## src/rtl/mem_stage_unit.sv

```systemverilog
// Memory-access pipeline stage: holds one EX instruction, waits for the data SRAM on loads,
// and aligns load data. Optional macro ME_LOAD_FWD_EN forwards aligned load data to ID.
module mem_stage_unit #(
    parameter int EX_ME_W = 131,
    parameter int ME_WB_W = 125
) (
    input  logic               clk,
    input  logic               reset,
    input  logic               EX_to_ME_Valid,
    input  logic [EX_ME_W-1:0] EX_to_ME_Bus,
    output logic               ME_Allow_in,
    output logic               ME_to_WB_Valid,
    input  logic               WB_Allow_in,
    output logic [ME_WB_W-1:0] ME_to_WB_Bus,
    input  logic [31:0]        data_sram_rdata,
    input  logic               data_sram_data_ok,
    input  logic               excp_flush,
    input  logic               ertn_flush,
    output logic [4:0]         ME_dest,
    output logic [31:0]        ME_Forward_Res,
    output logic               ME_to_ID_Ld_wait,
    output logic               ME_to_EX_Sys_op,
    output logic [46:0]        ME_to_EX_Bus
);

    typedef enum logic [1:0] {
        S_IDLE = 2'd0,
        S_WAIT = 2'd1,
        S_HOLD = 2'd2
    } ld_state_e;

    logic               r_valid;
    logic [EX_ME_W-1:0] r_bus;
    ld_state_e          r_state;
    ld_state_e          w_state_nxt;
    logic               r_cancel;
    logic [31:0]        r_rdata_buf;

    // Field view of the latched EX_to_ME bus
    logic        w_excp_en;
    logic [5:0]  w_excp_num;
    logic [13:0] w_csr_num;
    logic        w_csr_we;
    logic [31:0] w_csr_wvalue;
    logic        w_inst_ertn;
    logic [4:0]  w_dest_flag;
    logic [31:0] w_pc;
    logic [31:0] w_result;
    logic        w_res_from_mem;
    logic        w_gr_we;
    logic [4:0]  w_dest;

    assign {w_excp_en, w_excp_num, w_csr_num, w_csr_we, w_csr_wvalue, w_inst_ertn,
            w_dest_flag, w_pc, w_result, w_res_from_mem, w_gr_we, w_dest} = r_bus;

    logic w_flush;
    logic w_accept;
    logic w_need_data;
    logic w_in_need_data;
    logic w_data_hit;
    logic w_ready_go;
    logic w_capture;
    logic w_use_buf;

    assign w_flush        = excp_flush | ertn_flush;
    assign w_need_data    = w_res_from_mem & ~w_excp_en;
    assign w_in_need_data = EX_to_ME_Bus[6] & ~EX_to_ME_Bus[EX_ME_W-1];
    // A data_ok seen while cancel is set belongs to a flushed load and is dropped
    assign w_data_hit     = data_sram_data_ok & ~r_cancel;

    assign ME_Allow_in    = ~r_valid | (w_ready_go & WB_Allow_in);
    assign ME_to_WB_Valid = r_valid & w_ready_go;
    assign w_accept       = ME_Allow_in & EX_to_ME_Valid;

    // Load FSM: state register
    always_ff @(posedge clk) begin
        if (reset) begin
            r_state <= S_IDLE;
        end else begin
            r_state <= w_state_nxt;
        end
    end

    // Load FSM: next state
    always_comb begin
        w_state_nxt = r_state;
        if (w_flush) begin
            w_state_nxt = S_IDLE;
        end else if (w_accept) begin
            w_state_nxt = w_in_need_data ? S_WAIT : S_IDLE;
        end else begin
            case (r_state)
                S_WAIT: if (w_data_hit) w_state_nxt = WB_Allow_in ? S_IDLE : S_HOLD;
                S_HOLD: if (WB_Allow_in) w_state_nxt = S_IDLE;
                default: w_state_nxt = S_IDLE;
            endcase
        end
    end

    // Load FSM: outputs
    always_comb begin
        w_ready_go = ~w_need_data;
        w_capture  = 1'b0;
        w_use_buf  = 1'b0;
        case (r_state)
            S_WAIT: begin
                w_ready_go = ~w_need_data | w_data_hit;
                w_capture  = w_data_hit & ~WB_Allow_in;
            end
            S_HOLD: begin
                w_ready_go = 1'b1;
                w_use_buf  = 1'b1;
            end
            default: ;
        endcase
    end

    always_ff @(posedge clk) begin
        if (reset) begin
            r_cancel <= 1'b0;
        end else if (w_flush && r_state == S_WAIT && !data_sram_data_ok) begin
            r_cancel <= 1'b1;
        end else if (data_sram_data_ok) begin
            r_cancel <= 1'b0;
        end
    end

    always_ff @(posedge clk) begin
        if (reset) begin
            r_rdata_buf <= 32'd0;
        end else if (w_capture) begin
            r_rdata_buf <= data_sram_rdata;
        end
    end

    always_ff @(posedge clk) begin
        if (reset || w_flush) begin
            r_valid <= 1'b0;
        end else if (ME_Allow_in) begin
            r_valid <= EX_to_ME_Valid;
        end
    end

    always_ff @(posedge clk) begin
        if (reset) begin
            r_bus <= '0;
        end else if (w_accept) begin
            r_bus <= EX_to_ME_Bus;
        end
    end

    // Load alignment: dest_flag = {signed, byte, half, off[1:0]}
    logic [31:0] w_src;
    logic [31:0] w_shift;
    logic [15:0] w_half;
    logic [31:0] w_aligned;
    logic [31:0] w_final;

    assign w_src   = w_use_buf ? r_rdata_buf : data_sram_rdata;
    assign w_shift = w_src >> {w_dest_flag[1:0], 3'b000};
    assign w_half  = w_dest_flag[1] ? w_src[31:16] : w_src[15:0];

    always_comb begin
        w_aligned = w_src;
        if (w_dest_flag[3]) begin
            w_aligned = {{24{w_dest_flag[4] & w_shift[7]}}, w_shift[7:0]};
        end else if (w_dest_flag[2]) begin
            w_aligned = {{16{w_dest_flag[4] & w_half[15]}}, w_half};
        end
    end

    assign w_final = w_res_from_mem ? w_aligned : w_result;

    assign ME_to_WB_Bus = {w_excp_en, w_excp_num, w_csr_num, w_csr_we, w_csr_wvalue,
                           w_inst_ertn, w_pc, w_final, w_gr_we, w_dest};

    assign ME_dest         = w_dest & {5{r_valid & w_gr_we}};
    assign ME_Forward_Res  = w_final;
    assign ME_to_EX_Sys_op = r_valid & (w_excp_en | w_inst_ertn);
    assign ME_to_EX_Bus    = {w_csr_num, w_csr_we & r_valid & ~w_excp_en, w_csr_wvalue};

`ifdef ME_LOAD_FWD_EN
    assign ME_to_ID_Ld_wait = r_valid & w_res_from_mem & ~w_ready_go;
`else
    // Without load forwarding ID waits until the load has left ME entirely
    assign ME_to_ID_Ld_wait = r_valid & w_res_from_mem;
`endif

endmodule

```

## config.mk

```make
export PLATFORM = sky130hd
export DESIGN_NAME = mem_stage_unit
export DESIGN_NICKNAME = d
export VERILOG_FILES = /design/src/rtl/mem_stage_unit.sv
export SDC_FILE = /design/constraint.sdc
export NUM_CORES = 1
export LEC_CHECK = 0
export CORE_MARGIN = 1
export CORE_UTILIZATION = 45
export DETAILED_ROUTE_END_ITERATION = 8
export PLACE_DENSITY = 0.83
export SLEW_MARGIN = 25
export SYNTH_ARGS = -nofsm -noshare
export SYNTH_HDL_FRONTEND = slang
export SYNTH_SLANG_ARGS = --single-unit
```

## constraint.sdc

```tcl
create_clock -name clk -period 4.3 [get_ports clk]
set_input_delay 1.29 -clock clk [delete_from_list [all_inputs] [get_ports clk]]
set_output_delay 1.29 -clock clk [all_outputs]
set_load 0.03 [all_outputs]
```

==> run metrics, run 1 <==
vias in the first global route=9240; CP max FO=2; initial antenna violation count=2; Vias=9764; Final setup violation count=0; Internal=2.982 mW; pwr dens=321.9 nW/um2; top cell type by total area after synthesis=dfxtp_1; largest net degree at the start of global routing=91; clock latency on the worst-skew pair=0.43 ns; Slew HR=34.99%; gp weighted congestion=0.9097; slowest stage delay, CP=0.49 ns; Switching Fraction=31.44%; max cap viols=0; Logic pwr share=25.0%; Max Freq=232.7 MHz; CTS HTree Levels=4; crit path DAT=3.01 ns; first-pass GRT wire length=51360 um; net switching power figure=1.368 mW; register area share after synthesis=32.85%; worst-path cell chain=clkdlybuf4s50_1 -> mux2_4 -> mux4_2 -> mux2i_2 -> a21oi_2 -> buf_4; # diodes=0; Setup TNS Final=0 ns; layout cells sized above 1=18.36%; family with the most delay on the worst path=multiplexers; Worst Hold Class=flip-flop to flip-flop; Cell Count, Final, Fillers Out=1642; Unique masters post-synth=46; Die Height=152.4 um; CP required=3.01 ns; Tcrit/Tclk final=99.93%; Synth async-reset ratio=0%; area of the die=23220 um2; leakage=5.198 nW; nets=1521; ys flop type=dfxtp_1; worst path bufs/invs=2; outcome=finished, violations left; Post-Synthesis Cells=1175; Initial DRT Pass Iterations=7; GR Overflow Total=0; Inst Count DP=1610; Synth Warn #=0; root buffer cell=clkbuf_16; Layout fillers=1869; Clk pin slew, worst setup/hold paths=0.07 ns; Mapped Area=10180 um2; initial drt markers=715; Post-Route WL=33630 um; clock skew=0.01183 ns; Hold Slack=0.4615 ns; Sequential Power Share=38.6%; Hold Vio Cnt, Final=0; Vias/cell=5.946; Synth top area share=32.85%; clock share of power=36.4%; CP Class=input pin to output pin; TritonCTS clock tree=built; # clock sinks=167; die width=152.4 um; DRC Markers=22; min Tclk post-route=4.297 ns; top cells by area, synth=dfxtp_1, buf_4, o211ai_1, o31ai_1, a21oi_1; Worst Setup End Kind=output pin; wire per inst=20.48 um; area of the core=22030 um2; row cnt=54; Worst VDD drop=248.8 uV; Final Max Slew Viols=0; failing checks=DRC; I/O Buffers=382; synthesis-to-finish area growth=32.79%; crit start category=input pin; Mean Syn Cell Area=8.660 um2; Initial Utilization=46.20%; Post-synth EDFFs=0; GRT Resource Usage Total=27.70%; post-DP HPWL=22860 um; Worst-Margin Slew=0.9751 ns; Antenna Nets Post-Route=0; Longest Clk Path Bufs=2; CTS Buf Count=17; RSZ-0062 raised after global routing=true; Mapped Nets=1347; critical path's slowest cell=mux4_2; io pins=383; #FFs+latches synth=167; final core occ=61.35%
==> Yosys cell counts (all sizes together), types with 9 or more instances <==
cell and instances:
o31ai 130, dfxtp 167, o22ai 9, clkbuf 94, mux4 17, o211ai 130, nor2 10, mux2i 26
nand2 83, buf 209, mux2 30, nor2b 26, a21oi 189
==> worst paths after layout <==
| path | slack, ns | endpoint | cells after the start | startpoint |
|---|---|---|---|---|
| worst max-delay path | 0.003 | ME_to_WB_Bus[12] | 6 | data_sram_rdata[30] |
| worst max register to register | 1.61 | r_bus[55] | 7 | r_state[0] |
| worst min-delay path | 0.46 | r_cancel | 2 | r_cancel |
| worst min register to register | 0.46 | r_cancel | 2 | r_cancel |
==> through the flow <==
stage,power [mW],instance area [um2],worst slack [ns]
floorplan,2.407,10180,0.1109
global placement,2.812,13140,-0.6187
detailed placement,2.827,13140,-0.6591
CTS,4.362,13480,0.01088
global route,4.497,13510,-0.01428
finish,4.350,13510,0.002798
==> power by group through the flow <==
stage | combinational, mW | clock [mW] | sequential, mW
finish | 1.09 | 1.58 | 1.68
global route | 1.14 | 1.67 | 1.69
CTS | 1.08 | 1.61 | 1.68
detailed placement | 1.12 | 0 | 1.71
global placement | 1.10 | 0 | 1.71
floorplan | 0.721 | 0 | 1.69
==> cells in the final DEF (no fill, tap or decap), drive strengths merged, types with 5 or more instances in the layout <==
cell	instances
mux2i	26
nor2b	26
buf	144
dlygate4sd2	18
inv	15
nor2	10
nand2	83
mux4	17
o31ai	130
a21oi	189
and3	6
clkdlybuf4s50	291
nand2b	5
o22ai	9
clkbuf	18
mux2	30
dfxtp	167
o211ai	130
a211o	8
==> metal layers <==
| metal | vias to the layer above | GRT usage [%] | share of wire [%] |
|---|---|---|---|
| met2 | 505 | 45.07 | 48 |
| met4 | 4 | 12.15 | 3.7 |
| li1 | 4528 | - | - |
| met3 | 83 | 7.878 | 9.2 |
| met1 | 4644 | 34.10 | 39 |
| met5 | - | 0 | 0.077 |
==> what timing repair did <==
action                                  in CTS  in global routing
hold buffers                                 0                  0
pin swaps                                    6                  2
endpoints found under the setup margin      64                  5
setup buffers                                0                  0
resized for setup                          345                 14
==> sequential cells by signal, summed over array words and instances (netlist names) <==
signal	count
r_bus	131
r_cancel	1
r_rdata_buf	32
r_state	2
r_valid	1
==> worst min-delay path, stage by stage (launching register included) <==
cell and delay (ns):
dfxtp_1 0.32, inv_1 0.05, a211oi_1 0.05
==> cell families after synthesis <==
family	share of synthesized area (%)
AOI/OAI and AO/OA	31.23
buffers and inverters	19.13
DFF	32.85
and+or+nand+nor	6.750
muxes	9.787
adders and majority gates	0.2459
==> cell type report <==
cell class / count / area (um2) / area share, %
multi-input cells: 697 / 4969 / 36.77
repair buffers: 458 / 4213 / 31.18
flip-flops and latches: 167 / 3344 / 24.75
clock buffers: 18 / 439.2 / 3.250
well taps: 280 / 350.3 / 2.593
clock inverters: 14 / 162.7 / 1.204
inverters: 8 / 35.03 / 0.2593
No activity file was read; power rests on OpenSTA's default activity.
==> inputs of run 2 (changes only) <==
--- a/config.mk
+++ b/config.mk
@@ -5,10 +5,11 @@
 export SDC_FILE = /design/constraint.sdc
 export NUM_CORES = 1
 export LEC_CHECK = 0
-export CORE_MARGIN = 1
-export CORE_UTILIZATION = 45
+export CAP_MARGIN = 20
+export CORE_AREA = 2 2 148 150
 export DETAILED_ROUTE_END_ITERATION = 8
-export PLACE_DENSITY = 0.83
+export DIE_AREA = 0 0 150 152
+export PLACE_DENSITY = 0.88
 export SLEW_MARGIN = 25
 export SYNTH_ARGS = -nofsm -noshare
 export SYNTH_HDL_FRONTEND = slang
==> constraint.sdc (replaced) <==
create_clock -name clk -period 5.55 [get_ports clk]
set_input_delay 1.665 -clock clk [delete_from_list [all_inputs] [get_ports clk]]
set_output_delay 1.665 -clock clk [all_outputs]
set_load 0.03 [all_outputs]
==> run 2 against run 1 <==
  * Via count fell by 0.57%
  * The run now ends clean
  * Cell area shrank 0.35%
  * Critical endpoint is now ME_to_WB_Bus[11]
  * First-iteration DRC count increased by 2.4%
  * Global-route usage is 0.17 points higher
  * Power decreased by 22%
  * Non-clock buffer count down 27
  * Core utilization grew 1.7 points
  * Die area decreased by 1.8%
  * Highest routed layer is now met4
  * Clock skew increased by 0.0014 ns
  * Final cell count down 1.6%
==> run metrics, run 2 (synthesis gave the netlist of run 1 again) <==
wire per inst=20.56 um; # clock sinks=167; Sequential Power Share=38.1%; CP required=3.88 ns; Final setup violation count=0; CP max FO=3; pwr dens=253.0 nW/um2; Clk pin slew, worst setup/hold paths=0.06 ns; clock share of power=37.5%; Internal=2.378 mW; Total Power=3.406 mW; area of the die=22800 um2; initial antenna violation count=2; initial drt markers=732; Inst Count DP=1583; Worst VDD drop=196.3 uV; TritonCTS clock tree=built; GRT Resource Usage Total=27.87%; Worst Hold Class=flip-flop to flip-flop; min Tclk post-route=5.534 ns; gp weighted congestion=0.8693; Most flops, register=r_bus; Antenna Nets Post-Route=0; outcome=finished clean; CTS Buf Count=17; Switching Fraction=30.18%; Post-Route WL=33230 um; CTS HTree Levels=4; Max Freq=180.7 MHz; I/O Buffers=382; largest net degree at the start of global routing=100; clock skew=0.01321 ns; CP Class=input pin to output pin; io pins=383; post-DP HPWL=22640 um; RSZ-0062 raised after global routing=false; Longest Clk Path Bufs=2; design area=13470 um2; clock latency on the worst-skew pair=0.43 ns; Worst-Margin Slew=1.023 ns; commonest non-fill, non-tap cell in the layout=clkdlybuf4s50_1; first-pass GRT wire length=51180 um; Vias=9708; Slew HR=31.81%; Vias/cell=6.007; Area after DPL=12870 um2; Worst Setup End Kind=output pin; most frequent cells in the layout=clkdlybuf4s50_1, a21oi_1, dfxtp_1; Hold Vio Cnt, Final=0; leakage=5.198 nW; Die Height=152 um; layout cells sized above 1=10.57%; DRC Markers=0; crit start category=input pin; Initial Utilization=47.66%; crit path DAT=3.87 ns; area of the core=21350 um2; Initial DRT Pass Iterations=7; row cnt=54; max cap viols=0; CTS Hold Bufs=0; Tcrit/Tclk final=99.71%; net switching power figure=1.028 mW; Top Registers=r_bus: 131 flops, r_rdata_buf: 32 flops, r_state: 2 flops; Cell Count, Final, Fillers Out=1616; Logic pwr share=24.4%; nets=1494; die width=150 um; max reg flops=131; GR Overflow Total=0; synthesis-to-finish area growth=32.32%; root buffer cell=clkbuf_16; Setup TNS Final=0 ns; Layout fillers=1818; Final Max Slew Viols=0; vias in the first global route=9431
[run 2: path summary, 6_finish.rpt]
kind,from,to,slack [ns],cells after the start
max reg2reg,r_valid,r_bus[65],2.60,6
min reg2reg,r_cancel,r_cancel,0.46,2
max,data_sram_rdata[29],ME_to_WB_Bus[11],0.02,6
min,r_cancel,r_cancel,0.46,2
[run 2: metrics by stage]
step           hold WS (ns)  util [%]  setup slack, ns
2_1_floorplan        0.4257         -           0.6109
3_3_place_gp         0.4416     60.28         -0.07454
3_5_place_dp         0.4552     60.28          -0.1722
4_1_cts              0.4655     62.93        0.0003602
5_1_grt              0.4772     63.04        0.0001812
6_report             0.4644     63.07          0.01607
[run 2: power groups by stage]
stage                     registers (mW)  logic (mW)  clock network (mW)
after global routing                1.31       0.871                1.34
after floorplan                     1.31       0.559                   0
after global placement              1.32       0.836                   0
final                               1.30       0.830                1.28
after CTS                           1.30       0.829                1.29
after detailed placement            1.32       0.848                   0
[run 2: layout make-up]
type | instances | area [um2] | area share, %
antenna | 2 | 5.005 | 0.03717
clock buffer | 18 | 429.2 | 3.187
clock inverter | 13 | 196.4 | 1.459
inverter | 8 | 35.03 | 0.2602
multi-input combinational | 697 | 4911 | 36.47
sequential | 167 | 3344 | 24.84
tap | 280 | 350.3 | 2.602
timing repair buffer | 431 | 4194 | 31.15
[run 2: worst max-delay path, cell delays in order]
cell,delay [ns]
clkdlybuf4s50_1,0.45
mux2_2,0.29
mux4_2,0.46
mux2i_1,0.26
a21oi_1,0.14
clkdlybuf4s50_1,0.61
[run 2: timing repair]
| item | CTS | global route |
|---|---|---|
| pin swaps | 0 | 0 |
| endpoints found under the setup margin | 49 | 10 |
| setup buffers | 0 | 0 |
| resized for setup | 48 | 10 |
[run 2: per-layer routing]
layer  share of wire [%]  global-route usage, %  wire length (um)
met1                  38                  34.05             12670
met2                  49                  46.16             16180
met3                  10                  8.288              3315
met4                 3.2                  10.33              1066
met5                   0                      0                 0
